===== src/rtl/count_sched_if.sv =====
// Bundle of the job input, counter drive and result output of count_sched.
// The scheduler itself connects through the slave modport; the surrounding
// logic (job producer, counter stage, result consumer) uses master.
interface count_sched_if #(
  parameter int W     = 8,
  parameter int DEPTH = 4
);
  // job input
  logic                     in_valid;
  logic                     in_ready;
  logic [W-1:0]             in_data;
  logic [1:0]               in_sel;
  // counter stage drive and result
  logic [W-1:0]             cnt_a;
  logic [1:0]               cnt_sel;
  logic                     cnt_start;
  logic                     cnt_done;
  logic [W-1:0]             cnt_out;
  // result output
  logic                     res_valid;
  logic                     res_ready;
  logic [W-1:0]             res_data;
  logic                     res_err;
  // status
  logic                     sel_err;
  logic                     busy;
  logic [$clog2(DEPTH):0]   fifo_count;

  modport slave (
    input  in_valid, in_data, in_sel, cnt_done, cnt_out, res_ready,
    output in_ready, cnt_a, cnt_sel, cnt_start, res_valid, res_data, res_err,
           sel_err, busy, fifo_count
  );

  modport master (
    output in_valid, in_data, in_sel, cnt_done, cnt_out, res_ready,
    input  in_ready, cnt_a, cnt_sel, cnt_start, res_valid, res_data, res_err,
           sel_err, busy, fifo_count
  );
endinterface


===== src/rtl/count_sched.sv =====
// Job scheduler in front of the zero/one counter stage. Jobs are queued in a
// small FIFO, issued one at a time, and each result (or a timeout marker) is
// held on the result port until the consumer takes it.
module count_sched #(
  parameter int W       = 8,
  parameter int DEPTH   = 4,
  parameter int TIMEOUT = 32
) (
  input  logic         clk,
  input  logic         rst,
  count_sched_if.slave bus
);
  localparam int PW = $clog2(DEPTH);
  localparam int TW = $clog2(TIMEOUT);

  typedef enum logic [1:0] {
    IDLE  = 2'd0,
    ISSUE = 2'd1,
    WAIT  = 2'd2,
    HOLD  = 2'd3
  } state_t;

  state_t          state_reg, state_next;

  logic [W-1:0]    data_mem [DEPTH];
  logic [1:0]      sel_mem  [DEPTH];
  logic [PW-1:0]   wr_ptr_reg, rd_ptr_reg;
  logic [PW:0]     count_reg;

  logic [TW-1:0]   tmo_reg;
  logic [W-1:0]    cnt_a_reg;
  logic [1:0]      cnt_sel_reg;
  logic [W-1:0]    res_data_reg;
  logic            res_err_reg;
  logic            sel_err_reg;

  logic            in_ready;
  logic            sel_ok;
  logic            push;
  logic            store;
  logic            pop;
  logic            tmo_hit;

  // DEPTH is a power of two, so "count < DEPTH" is just the count MSB being clear.
  // No bypass when full: a same-cycle pop does not reopen the input.
  assign in_ready = ~count_reg[PW];
  assign sel_ok   = (bus.in_sel == 2'b01) || (bus.in_sel == 2'b10);
  assign push     = bus.in_valid && in_ready;
  // A bad select is still consumed (handshake completes) but never stored.
  assign store    = push && sel_ok;
  assign pop      = (state_reg == IDLE) && (count_reg != '0);
  assign tmo_hit  = (tmo_reg == TW'(TIMEOUT - 1));

  // Job storage: write-only array, read through the registered cnt_a/cnt_sel.
  always_ff @(posedge clk) begin
    if (store) begin
      data_mem[wr_ptr_reg] <= bus.in_data;
      sel_mem[wr_ptr_reg]  <= bus.in_sel;
    end
  end

  // FIFO pointers and occupancy; pointers wrap naturally at DEPTH.
  always_ff @(posedge clk or posedge rst) begin
    if (rst) begin
      wr_ptr_reg <= '0;
      rd_ptr_reg <= '0;
      count_reg  <= '0;
    end else begin
      if (store) wr_ptr_reg <= wr_ptr_reg + PW'(1);
      if (pop)   rd_ptr_reg <= rd_ptr_reg + PW'(1);
      case ({store, pop})
        2'b10:   count_reg <= count_reg + (PW+1)'(1);
        2'b01:   count_reg <= count_reg - (PW+1)'(1);
        default: count_reg <= count_reg;
      endcase
    end
  end

  // FSM state register.
  always_ff @(posedge clk or posedge rst) begin
    if (rst) state_reg <= IDLE;
    else     state_reg <= state_next;
  end

  // Next-state logic; cnt_done only matters in WAIT and beats the timeout.
  always_comb begin
    state_next = state_reg;
    case (state_reg)
      IDLE:    if (count_reg != '0) state_next = ISSUE;
      ISSUE:   state_next = WAIT;
      WAIT:    if (bus.cnt_done || tmo_hit) state_next = HOLD;
      HOLD:    if (bus.res_ready) state_next = IDLE;
      default: state_next = IDLE;
    endcase
  end

  // Issue registers, timeout counter and result capture.
  always_ff @(posedge clk or posedge rst) begin
    if (rst) begin
      cnt_a_reg    <= '0;
      cnt_sel_reg  <= '0;
      tmo_reg      <= '0;
      res_data_reg <= '0;
      res_err_reg  <= 1'b0;
    end else begin
      // cnt_a/cnt_sel change only on IDLE->ISSUE and are held afterwards.
      if (pop) begin
        cnt_a_reg   <= data_mem[rd_ptr_reg];
        cnt_sel_reg <= sel_mem[rd_ptr_reg];
      end
      if (state_reg == ISSUE)
        tmo_reg <= '0;
      else if ((state_reg == WAIT) && !bus.cnt_done && !tmo_hit)
        tmo_reg <= tmo_reg + TW'(1);
      if (state_reg == WAIT) begin
        if (bus.cnt_done) begin
          res_data_reg <= bus.cnt_out;
          res_err_reg  <= 1'b0;
        end else if (tmo_hit) begin
          res_data_reg <= '0;
          res_err_reg  <= 1'b1;
        end
      end
    end
  end

  // Sticky flag for dropped jobs with a non-one-hot select.
  always_ff @(posedge clk or posedge rst) begin
    if (rst)                   sel_err_reg <= 1'b0;
    else if (push && !sel_ok)  sel_err_reg <= 1'b1;
  end

  assign bus.in_ready   = in_ready;
  assign bus.cnt_a      = cnt_a_reg;
  assign bus.cnt_sel    = cnt_sel_reg;
  assign bus.cnt_start  = (state_reg == ISSUE);
  assign bus.res_valid  = (state_reg == HOLD);
  assign bus.res_data   = res_data_reg;
  assign bus.res_err    = res_err_reg;
  assign bus.sel_err    = sel_err_reg;
  assign bus.busy       = (state_reg != IDLE) || (count_reg != '0);
  assign bus.fifo_count = count_reg;
endmodule


===== src/flat_wrapper.sv =====
// flat-port wrapper written by rule: the top's interface ports become plain ports
module count_sched_flat 
#(
  parameter int W       = 8,
  parameter int DEPTH   = 4,
  parameter int TIMEOUT = 32
)
  (clk, rst, bus_in_valid, bus_in_data, bus_in_sel, bus_cnt_done, bus_cnt_out, bus_res_ready, bus_in_ready, bus_cnt_a, bus_cnt_sel, bus_cnt_start, bus_res_valid, bus_res_data, bus_res_err, bus_sel_err, bus_busy, bus_fifo_count);
  count_sched_if #(.W(W), .DEPTH(DEPTH)) bus_i ();
  input  logic clk;
  input  logic rst;
  input wire logic [$bits(bus_i.in_valid)-1:0] bus_in_valid;
  input wire logic [$bits(bus_i.in_data)-1:0] bus_in_data;
  input wire logic [$bits(bus_i.in_sel)-1:0] bus_in_sel;
  input wire logic [$bits(bus_i.cnt_done)-1:0] bus_cnt_done;
  input wire logic [$bits(bus_i.cnt_out)-1:0] bus_cnt_out;
  input wire logic [$bits(bus_i.res_ready)-1:0] bus_res_ready;
  output wire logic [$bits(bus_i.in_ready)-1:0] bus_in_ready;
  output wire logic [$bits(bus_i.cnt_a)-1:0] bus_cnt_a;
  output wire logic [$bits(bus_i.cnt_sel)-1:0] bus_cnt_sel;
  output wire logic [$bits(bus_i.cnt_start)-1:0] bus_cnt_start;
  output wire logic [$bits(bus_i.res_valid)-1:0] bus_res_valid;
  output wire logic [$bits(bus_i.res_data)-1:0] bus_res_data;
  output wire logic [$bits(bus_i.res_err)-1:0] bus_res_err;
  output wire logic [$bits(bus_i.sel_err)-1:0] bus_sel_err;
  output wire logic [$bits(bus_i.busy)-1:0] bus_busy;
  output wire logic [$bits(bus_i.fifo_count)-1:0] bus_fifo_count;
  assign bus_i.in_valid = bus_in_valid;
  assign bus_i.in_data = bus_in_data;
  assign bus_i.in_sel = bus_in_sel;
  assign bus_i.cnt_done = bus_cnt_done;
  assign bus_i.cnt_out = bus_cnt_out;
  assign bus_i.res_ready = bus_res_ready;
  assign bus_in_ready = bus_i.in_ready;
  assign bus_cnt_a = bus_i.cnt_a;
  assign bus_cnt_sel = bus_i.cnt_sel;
  assign bus_cnt_start = bus_i.cnt_start;
  assign bus_res_valid = bus_i.res_valid;
  assign bus_res_data = bus_i.res_data;
  assign bus_res_err = bus_i.res_err;
  assign bus_sel_err = bus_i.sel_err;
  assign bus_busy = bus_i.busy;
  assign bus_fifo_count = bus_i.fifo_count;
  count_sched #(.W(W), .DEPTH(DEPTH), .TIMEOUT(TIMEOUT)) u_core (.clk(clk), .rst(rst), .bus(bus_i));
endmodule

===== config.mk =====
export PLATFORM = sky130hd
export DESIGN_NAME = count_sched_flat
export DESIGN_NICKNAME = d
export VERILOG_FILES = /design/src/rtl/count_sched_if.sv /design/src/rtl/count_sched.sv /design/src/flat_wrapper.sv
export SDC_FILE = /design/constraint.sdc
export NUM_CORES = 1
export LEC_CHECK = 0
export ABC_CLOCK_PERIOD_IN_PS = 3100
export BUFFER_PORTS_ARGS = -buffer_cell sky130_fd_sc_hd__buf_2
export CAP_MARGIN = 5
export CORE_MARGIN = 3
export CORE_UTILIZATION = 40
export DETAILED_ROUTE_END_ITERATION = 8
export GPL_TIMING_DRIVEN = 0
export MAX_ROUTING_LAYER = met4
export PLACE_DENSITY_LB_ADDON = 0.1
export REMOVE_ABC_BUFFERS = 1
export SLEW_MARGIN = 20
export SYNTH_ARGS = -nofsm -noshare
export SYNTH_HDL_FRONTEND = slang
export SYNTH_SLANG_ARGS = --single-unit

===== constraint.sdc =====
create_clock -name clk -period 3.1 [get_ports clk]
set_input_delay 0.62 -clock clk [delete_from_list [all_inputs] [get_ports clk]]
set_output_delay 0.62 -clock clk [all_outputs]
set_load 0.01 [all_outputs]

==> results of run 1 <==
-- stage by stage --
step	std cells	setup slack [ps]	hold WS [ps]	TNS, ps	power [W]
2_1_floorplan	208	469.9	506.1	0	0.002198
3_3_place_gp	356	-667.6	449.2	-1639	0.002552
3_5_place_dp	358	482.9	455.0	0	0.002594
4_1_cts	374	462.3	139.5	0	0.003382
5_1_grt	374	326.1	144.5	0	0.003576
6_report	374	529.9	155.0	0	0.003312
-- worst max-delay path, stage by stage (launching register included) --
cell,delay (ps)
sky130_fd_sc_hd__dfrtp_1,440
sky130_fd_sc_hd__o31ai_2,640
sky130_fd_sc_hd__inv_1,430
sky130_fd_sc_hd__ha_1,350
sky130_fd_sc_hd__inv_1,80
sky130_fd_sc_hd__fa_1,180
sky130_fd_sc_hd__xor2_1,150
sky130_fd_sc_hd__nor2_1,70
sky130_fd_sc_hd__xnor2_1,120
-- worst paths after layout --
| path | cells past startpoint | from | end | slack (ps) |
|---|---|---|---|---|
| max | 8 | u_core.bus.fifo_count[2]$_DFFE_PP0P_ | u_core.bus.fifo_count[2]$_DFFE_PP0P_ | 530 |
| max reg2reg | 8 | u_core.bus.fifo_count[2]$_DFFE_PP0P_ | u_core.bus.fifo_count[2]$_DFFE_PP0P_ | 530 |
| max in group asynchronous | 3 | rst | u_core.tmo_reg[0]$_DFFE_PP0P_ | 2560 |
| min in group clk | 2 | u_core.bus.res_data[5]$_DFFE_PP0P_ | u_core.bus.res_data[5]$_DFFE_PP0P_ | 460 |
| min reg2reg | 2 | u_core.bus.res_data[5]$_DFFE_PP0P_ | u_core.bus.res_data[5]$_DFFE_PP0P_ | 460 |
| min | 2 | rst | u_core.bus.fifo_count[2]$_DFFE_PP0P_ | 160 |
-- cell families after synthesis --
group | Yosys count | share of synthesized area
muxes | 14 | 0.08778
xor gates and xnor gates | 9 | 0.02584
AOI/OAI and AO/OA | 9 | 0.02010
buffers and inverters | 18 | 0.02379
DFF | 74 | 0.6727
and+or+nand+nor | 77 | 0.1140
adders and majority gates | 13 | 0.05578
-- where the power goes --
group          total, W  switching, W  internal [W]
clock network  0.000775      0.000335      0.000440
registers       0.00148      0.000202       0.00128
logic           0.00106      0.000556      0.000501
total           0.00331       0.00109       0.00222
-- final cells by class --
cell class,count,share of cell area
multi-input cells,122,0.2558
inverters,12,0.01238
flip-flops and latches,74,0.5640
repair buffers,51,0.07497
clock inverters,4,0.01307
well taps,99,0.03404
clock buffers,12,0.04574
-- cell usage in the layout, fill, tap and decap left out, drive strengths merged --
cell and count:
a31o 1, nor2 4, fa 1, a221oi 1
clkinv 2, o21ai 3, and2 4, nor3 1
dfrtp 34, a21oi 3, mux2i 2, or3 1
clkinvlp 1, mux2 2, xor2 1, nor4bb 1
or3b 1, inv 12, nand2 53, ha 12
nand3 9, edfxtp 40, o31ai 1, mux4 10
nor3b 2, buf 51, xnor2 8, clkbuf 12
and3 1, bufinv 1
-- routing by layer --
layer  global-route usage  wire (µm)
met1               0.1795       2344
met2               0.2102       2637
met3              0.04264        214
met4              0.05495         85
met5                    -          0
==> summary.txt, run 1 <==
Synthesis
  • Cell with the most instances after synthesis: sky130_fd_sc_hd__nand2_1
  • Synth cell types: 30
  • Most frequently used flop master after synthesis: sky130_fd_sc_hd__edfxtp_1
  • Avg Synthesized Cell Area: 14.25 µm²
  • Mapped Cells: 214
  • Register bit count reported by yosys: 74
  • Warning count from the yosys run: 0
  • Mapped Area: 3050 µm²
  • Synth async-reset ratio: 0.4595
  • Area share of the largest cell type after synthesis: 0.3938
  • Portion of the post-synthesis area used by sequential elements: 0.6727
  • Commonest cells in the netlist: sky130_fd_sc_hd__nand2_1 (53), sky130_fd_sc_hd__edfxtp_1 (40), sky130_fd_sc_hd__dfrtp_1 (34)
  • Number of synthesized flops with an enable pin: 40
  • Biggest area contributors in the synthesized netlist: sky130_fd_sc_hd__edfxtp_1 (39%), sky130_fd_sc_hd__dfrtp_1 (28%), sky130_fd_sc_hd__mux4_2 (7.4%), sky130_fd_sc_hd__nand2_1 (6.5%), sky130_fd_sc_hd__ha_1 (4.9%)
  • Post-synthesis cell type with the largest combined area: sky130_fd_sc_hd__edfxtp_1

Cells and area
  • Seq. cell area: 2052 µm²
  • Number of diodes added for antenna fixing: 0
  • Filler cell count in the final layout: 663
  • Post-route cell area: 3638 µm²
  • Multi-input gate area in the final layout: 930.9 µm²
  • Final layout net count: 306
  • Area grow syn2layout: 19.28%
  • Biggest register: u_core.data_mem
  • Layout cell share with drive strength beyond 1: 0.3055
  • Final core area utilization: 0.4963
  • Max FFs per register: 32

Die
  • Die Y: 93.33 µm
  • Total Die Area: 8710 µm²
  • Number of cell rows: 31
  • Initial core utilization: 0.4161
  • Core Region: 7331 µm²
  • Number of primary I/O pins: 50
  • Die boundary width: 93.33 µm

Routing
  • Sum of routed wire length over all layers: 5281 µm
  • Per-cell routed wire length: 14.12 µm
  • Residual DRC count: 0
  • DRC marker count from the first detailed-route iteration: 35
  • Final ANT Viol Nets: 0
  • Via density per instance: 4.631
  • Total via count in the routed design: 1732
  • First-pass iteration count of the detailed router: 4

Worst setup path
  • Required time reported for the critical path endpoint: 3320 ps
  • Worst Setup End Kind: register
  • Maximum fanout encountered on the critical timing path: 12
  • Worst path arrival time: 2790 ps
  • Startpoint type of the worst setup path: register
  • Class of the most critical setup path: register to register

Global route
  • GR Overflow Total: 0
  • First-pass GRT wire length: 8852 µm
  • Total routing resource utilization after global routing: 0.1402
  • Vias in the first global route: 1794
  • Largest net degree at the start of global routing: 31
  • Initial antenna violation count: 0

Clock tree
  • Max H-tree Level: 3
  • Clock transition at path regs: 70 ps
  • Max Root-Sink Buffers: 2
  • Number of gates resized after cts: 0
  • CTS tree: built
  • Post-CTS Hold Fix Bufs: 0
  • CTS root buf: sky130_fd_sc_hd__clkbuf_8
  • Buffers inserted by post-CTS timing repair: 0
  • Sinks on Clock Net: 74
  • CTS buffer count: 9
  • Clock Latency Late Sink: 340 ps

Worst hold path
  • Hold/Removal Path Class: primary input to asynchronous set/reset pin

Pwr
  • Power density normalized to cell area: 910.4 nW/µm²
  • Leak: 1.588 nW
  • Largest vdd supply drop: 402.1 µV

Placed design
  • DP HPWL: 3616 µm
  • Port-buffer cells: 49
  • Global placement routability congestion: 0.6874
  • Post-DP Area: 3425 µm²

STA
  • Slew Limit Fails: 0
  • Part of the cycle the worst path needs: 0.8291
  • Worst relative slew slack: 0.5078
  • Tmin final: 2570 ps
  • Unrepaired setup endpoints after global routing: false
  • Timing-limited maximum frequency: 389.1 MHz
  • Slew at the pin with the worst max-slew slack: 738.3 ps
  • Skew final: 6.934 ps
  • Final setup viols: 0
  • Count of final hold-check violations: 0

Run
  • Count of maximum capacitance violations: 0

Run status
  • Result of the run: complete, no violations
Note: power is estimated with default switching activity, not from simulation.
==> inputs of run 2 (changes only) <==
--- a/config.mk
+++ b/config.mk
@@ -5,7 +5,8 @@
 export SDC_FILE = /design/constraint.sdc
 export NUM_CORES = 1
 export LEC_CHECK = 0
-export ABC_CLOCK_PERIOD_IN_PS = 3100
+export ABC_AREA = 1
+export ABC_CLOCK_PERIOD_IN_PS = 2230
 export BUFFER_PORTS_ARGS = -buffer_cell sky130_fd_sc_hd__buf_2
 export CAP_MARGIN = 5
 export CORE_MARGIN = 3
==> constraint.sdc (replaced) <==
create_clock -name clk -period 2.23 [get_ports clk]
set_input_delay 0.446 -clock clk [delete_from_list [all_inputs] [get_ports clk]]
set_output_delay 0.446 -clock clk [all_outputs]
set_load 0.01 [all_outputs]
==> run 2 against run 1 <==
Compared with the run above:
- design area is 9.6% higher
- non-clock buffer count increased by 2
- critical path depth is 2 higher
- global-route usage grew 0.73 points
- sequential power grew 40%
- highest routed layer unchanged
- critical path type unchanged
- largest cell class unchanged
- area after synthesis rose by 12%
- setup slack lost 300 ps
- clock skew is 1.1 ps higher
- utilization decreased by 1.3 points
==> summary.txt, run 2 <==
Clock tree
  • Max H-tree Level: 3 (unchanged)
  • CTS tree: built
  • Clock Latency Late Sink: 340 ps (about the same)
  • Max Root-Sink Buffers: 2 (unchanged)
  • Clock transition at path regs: 80 ps (about the same)
  • CTS root buf: sky130_fd_sc_hd__clkbuf_8
  • CTS buffer count: 9 (unchanged)
  • Sinks on Clock Net: 74 (unchanged)

Cells and area
  • Most common cell after layout, fill and taps aside: sky130_fd_sc_hd__nand2_1
  • Commonest cells after routing, fill and taps aside: sky130_fd_sc_hd__nand2_1 (105), sky130_fd_sc_hd__inv_1 (67), sky130_fd_sc_hd__buf_2 (49), sky130_fd_sc_hd__edfxtp_1 (40), sky130_fd_sc_hd__nand3_1 (37)
  • Layout cell share with drive strength beyond 1: 0.2068 (-0.09864)
  • Number of diodes added for antenna fixing: 0 (unchanged)
  • Final Non-Filler Cells: 516 (+38%)
  • Max FFs per register: 32 (unchanged)
  • Filler cell count in the final layout: 786 (+19%)
  • Area grow syn2layout: 17.08%
  • Final layout net count: 442 (+44%)
  • Biggest register: u_core.data_mem

Worst setup path
  • Critical R2R Launch: u_core.state_reg[0]$_DFFE_PP0P_
  • Worst path arrival time: 2230 ps (-560 ps)
  • R2R depth: 10 (+2)
  • Worst Setup End Kind: register
  • Number of buffers and inverters on the critical path: 3 (+1)
  • Startpoint type of the worst setup path: register
  • Required time reported for the critical path endpoint: 2460 ps (-860 ps)
  • Most Frequent Cell on Critical Path: sky130_fd_sc_hd__inv_1
  • Maximum fanout encountered on the critical timing path: 11 (-1)
  • Ordered list of cells on the worst path: inv_1, ha_2, nand2_4, inv_8, ha_1, inv_1, fa_1, nand2_1, nand3b_1, xor2_1
  • Kind of cell adding the most delay to the critical path: adder cells
  • Worst path slowest cell: sky130_fd_sc_hd__dfrtp_1
  • Destination of the worst register-to-register timing path: u_core.bus.fifo_count[2]$_DFFE_PP0P_
  • Reg-to-reg setup timing slack: 230 ps (-300 ps)
  • Maximum cell stage delay along the critical path: 420 ps (-220 ps)
  • Class of the most critical setup path: register to register

Run status
  • Result of the run: complete, no violations

Global route
  • Busiest metal layer after global routing: met2
  • Initial antenna violation count: 0 (unchanged)
  • Largest net degree at the start of global routing: 31 (unchanged)
  • GR Util met3: 0.03714 (-0.005496)
  • First-pass GRT wire length: 10700 µm (+21%)
  • GRT met1 Usage: 0.1807 (+0.001194)
  • Total routing resource utilization after global routing: 0.1475 (+0.007326)
  • GR Overflow Total: 0 (unchanged)
  • GR Util met2: 0.2393 (+0.02902)
  • Vias in the first global route: 2208 (+23%)

Synthesis
  • Number of synthesized flops with an enable pin: 40 (unchanged)
  • Post-synthesis cell type with the largest combined area: sky130_fd_sc_hd__edfxtp_1
  • Avg Synthesized Cell Area: 9.675 µm² (-32%)
  • Cell with the most instances after synthesis: sky130_fd_sc_hd__nand2_1
  • Most frequently used flop master after synthesis: sky130_fd_sc_hd__edfxtp_1
  • Biggest area contributors in the synthesized netlist: sky130_fd_sc_hd__edfxtp_1 (35%), sky130_fd_sc_hd__dfrtp_1 (25%), sky130_fd_sc_hd__nand2_1 (12%), sky130_fd_sc_hd__inv_1 (7.5%), sky130_fd_sc_hd__nand3_1 (5.4%)
  • Portion of the post-synthesis area used by sequential elements: 0.6025 (-0.07018)
  • Register bit count reported by yosys: 74 (unchanged)
  • Warning count from the yosys run: 0 (unchanged)
  • Area share of the largest cell type after synthesis: 0.3527 (-0.04108)
  • Commonest cells in the netlist: sky130_fd_sc_hd__nand2_1 (105), sky130_fd_sc_hd__inv_1 (68), sky130_fd_sc_hd__edfxtp_1 (40)
  • Mapped Area: 3406 µm² (+12%)
  • Synth async-reset ratio: 0.4595 (unchanged)
  • Synth cell types: 26 (-13%)
  • Mapped Cells: 352 (+64%)

STA
  • Worst relative slew slack: 0.3252 (-0.1826)
  • Unrepaired setup endpoints after global routing: false
  • Tmin final: 1997 ps (-573.6 ps)
  • Slew at the pin with the worst max-slew slack: 1008 ps (+270.2 ps)
  • Timing-limited maximum frequency: 500.9 MHz (+29%)
  • Part of the cycle the worst path needs: 0.8953 (+0.06623)
  • Slew Limit Fails: 0 (unchanged)
  • Final setup viols: 0 (unchanged)
  • Post-Route Setup TNS: 0 ps (unchanged)
  • Skew final: 8.037 ps (+1.103 ps)
  • Count of final hold-check violations: 0 (unchanged)
  • Smallest setup slack after layout: 233.5 ps (-296.4 ps)

Placed design
  • Setup WS pre-CTS: -167.7 ps (-650.6 ps)
  • Placed cell count: 497 (+39%)
  • Global placement routability congestion: 0.7562 (+10%)
  • DP HPWL: 4276 µm (+18%)
  • Port-buffer cells: 49 (unchanged)

Pwr
  • Power density normalized to cell area: 1261 nW/µm² (+39%)
  • Leak: 1.991 nW (+25%)
  • Total power draw: 0.005029 W (+52%)
  • Largest vdd supply drop: 380.2 µV (-5.4%)

Die
  • Core Region: 8258 µm² (+13%)
  • Total Die Area: 9658 µm² (+11%)
  • Die boundary width: 98.28 µm (+5.3%)
  • Die Y: 98.28 µm (+5.3%)
  • Number of cell rows: 33 (+6.5%)
  • Initial core utilization: 0.4124 (-0.003688)
  • Number of primary I/O pins: 50 (unchanged)

Routing
  • Via density per instance: 4.477 (-3.3%)
  • Sum of routed wire length over all layers: 6431 µm (+22%)
  • First-pass iteration count of the detailed router: 4 (unchanged)
  • Per-cell routed wire length: 12.46 µm (-12%)
  • DRC marker count from the first detailed-route iteration: 93 (+170%)
  • Total via count in the routed design: 2310 (+33%)
  • Final ANT Viol Nets: 0 (unchanged)
  • Residual DRC count: 0 (unchanged)

Worst hold path
  • Startpoint of the lowest-slack hold path: bus_in_data[4]
  • Endpoint of the worst hold path: u_core.data_mem[0][4]$_DFFE_PP_
  • Hold/Removal Path Class: primary input to register
  • Worst Hold Path Cells: 1

Run
  • Count of maximum capacitance violations: 0 (unchanged)
## run 2: final cells by class
cell class / instances / area, µm² / share of cell area
well taps: 105 / 131.4 / 0.03295
flip-flops and latches: 74 / 2052 / 0.5146
multi-input cells: 193 / 1006 / 0.2523
repair buffers: 53 / 290.3 / 0.07280
clock buffers: 11 / 141.4 / 0.03546
inverters: 75 / 289.0 / 0.07248
clock inverters: 5 / 77.57 / 0.01945
## run 2: worst max path at each step
stage	slack, ps	endpoint	cells after the start	start
after global placement	-120	u_core.bus.fifo_count[2]$_DFFE_PP0P_	10	u_core.state_reg[0]$_DFFE_PP0P_
final	230	u_core.bus.fifo_count[2]$_DFFE_PP0P_	10	u_core.state_reg[0]$_DFFE_PP0P_
after detailed placement	-170	u_core.bus.fifo_count[2]$_DFFE_PP0P_	10	u_core.state_reg[0]$_DFFE_PP0P_
after global routing	20	u_core.bus.fifo_count[2]$_DFFE_PP0P_	11	u_core.state_reg[0]$_DFFE_PP0P_
after CTS	30	u_core.bus.fifo_count[2]$_DFFE_PP0P_	10	u_core.state_reg[0]$_DFFE_PP0P_
after floorplan	250	u_core.bus.fifo_count[2]$_DFFE_PP0P_	10	u_core.state_reg[0]$_DFFE_PP0P_
## run 2: metrics by stage
stage               hold WS [ps]  utilization  instance area [µm²]
finish                     320.4       0.4829                 3988
global placement           459.0       0.4488                 3706
floorplan                  445.9            -                 3329
CTS                        308.8       0.4802                 3965
global route               303.9       0.4829                 3988
detailed placement         348.2       0.4512                 3726
## run 2: layer usage
metal,share of wire,vias to the layer above
li1,-,1196
met1,0.46,1075
met2,0.50,33
met3,0.034,6
met4,0.011,0
met5,0,-
## run 2: what timing repair did
action	CTS	global route
pin swaps	0	1
hold buffers	1	0
setup buffers	0	2
endpoints found under the hold margin	4	0
resized for setup	3	2
endpoints found under the setup margin	2	1
## run 2: cells by family after synthesis
group | after synthesis | share of synthesized area
and+or+nand+nor | 160 | 0.2013
buffers and inverters | 85 | 0.1051
DFF | 74 | 0.6025
AOI/OAI and AO/OA | 15 | 0.02608
adders and majority gates | 13 | 0.04996
xor gates and xnor gates | 5 | 0.01507
## run 2: report_power, final
| group | leakage, nW | switching (W) | internal [W] |
|---|---|---|---|
| sequential | 0.782 | 0.000283 | 0.00178 |
| clock | 0.109 | 0.000489 | 0.000658 |
| combinational | 1.10 | 0.00111 | 0.000703 |
| total | 1.99 | 0.00189 | 0.00314 |
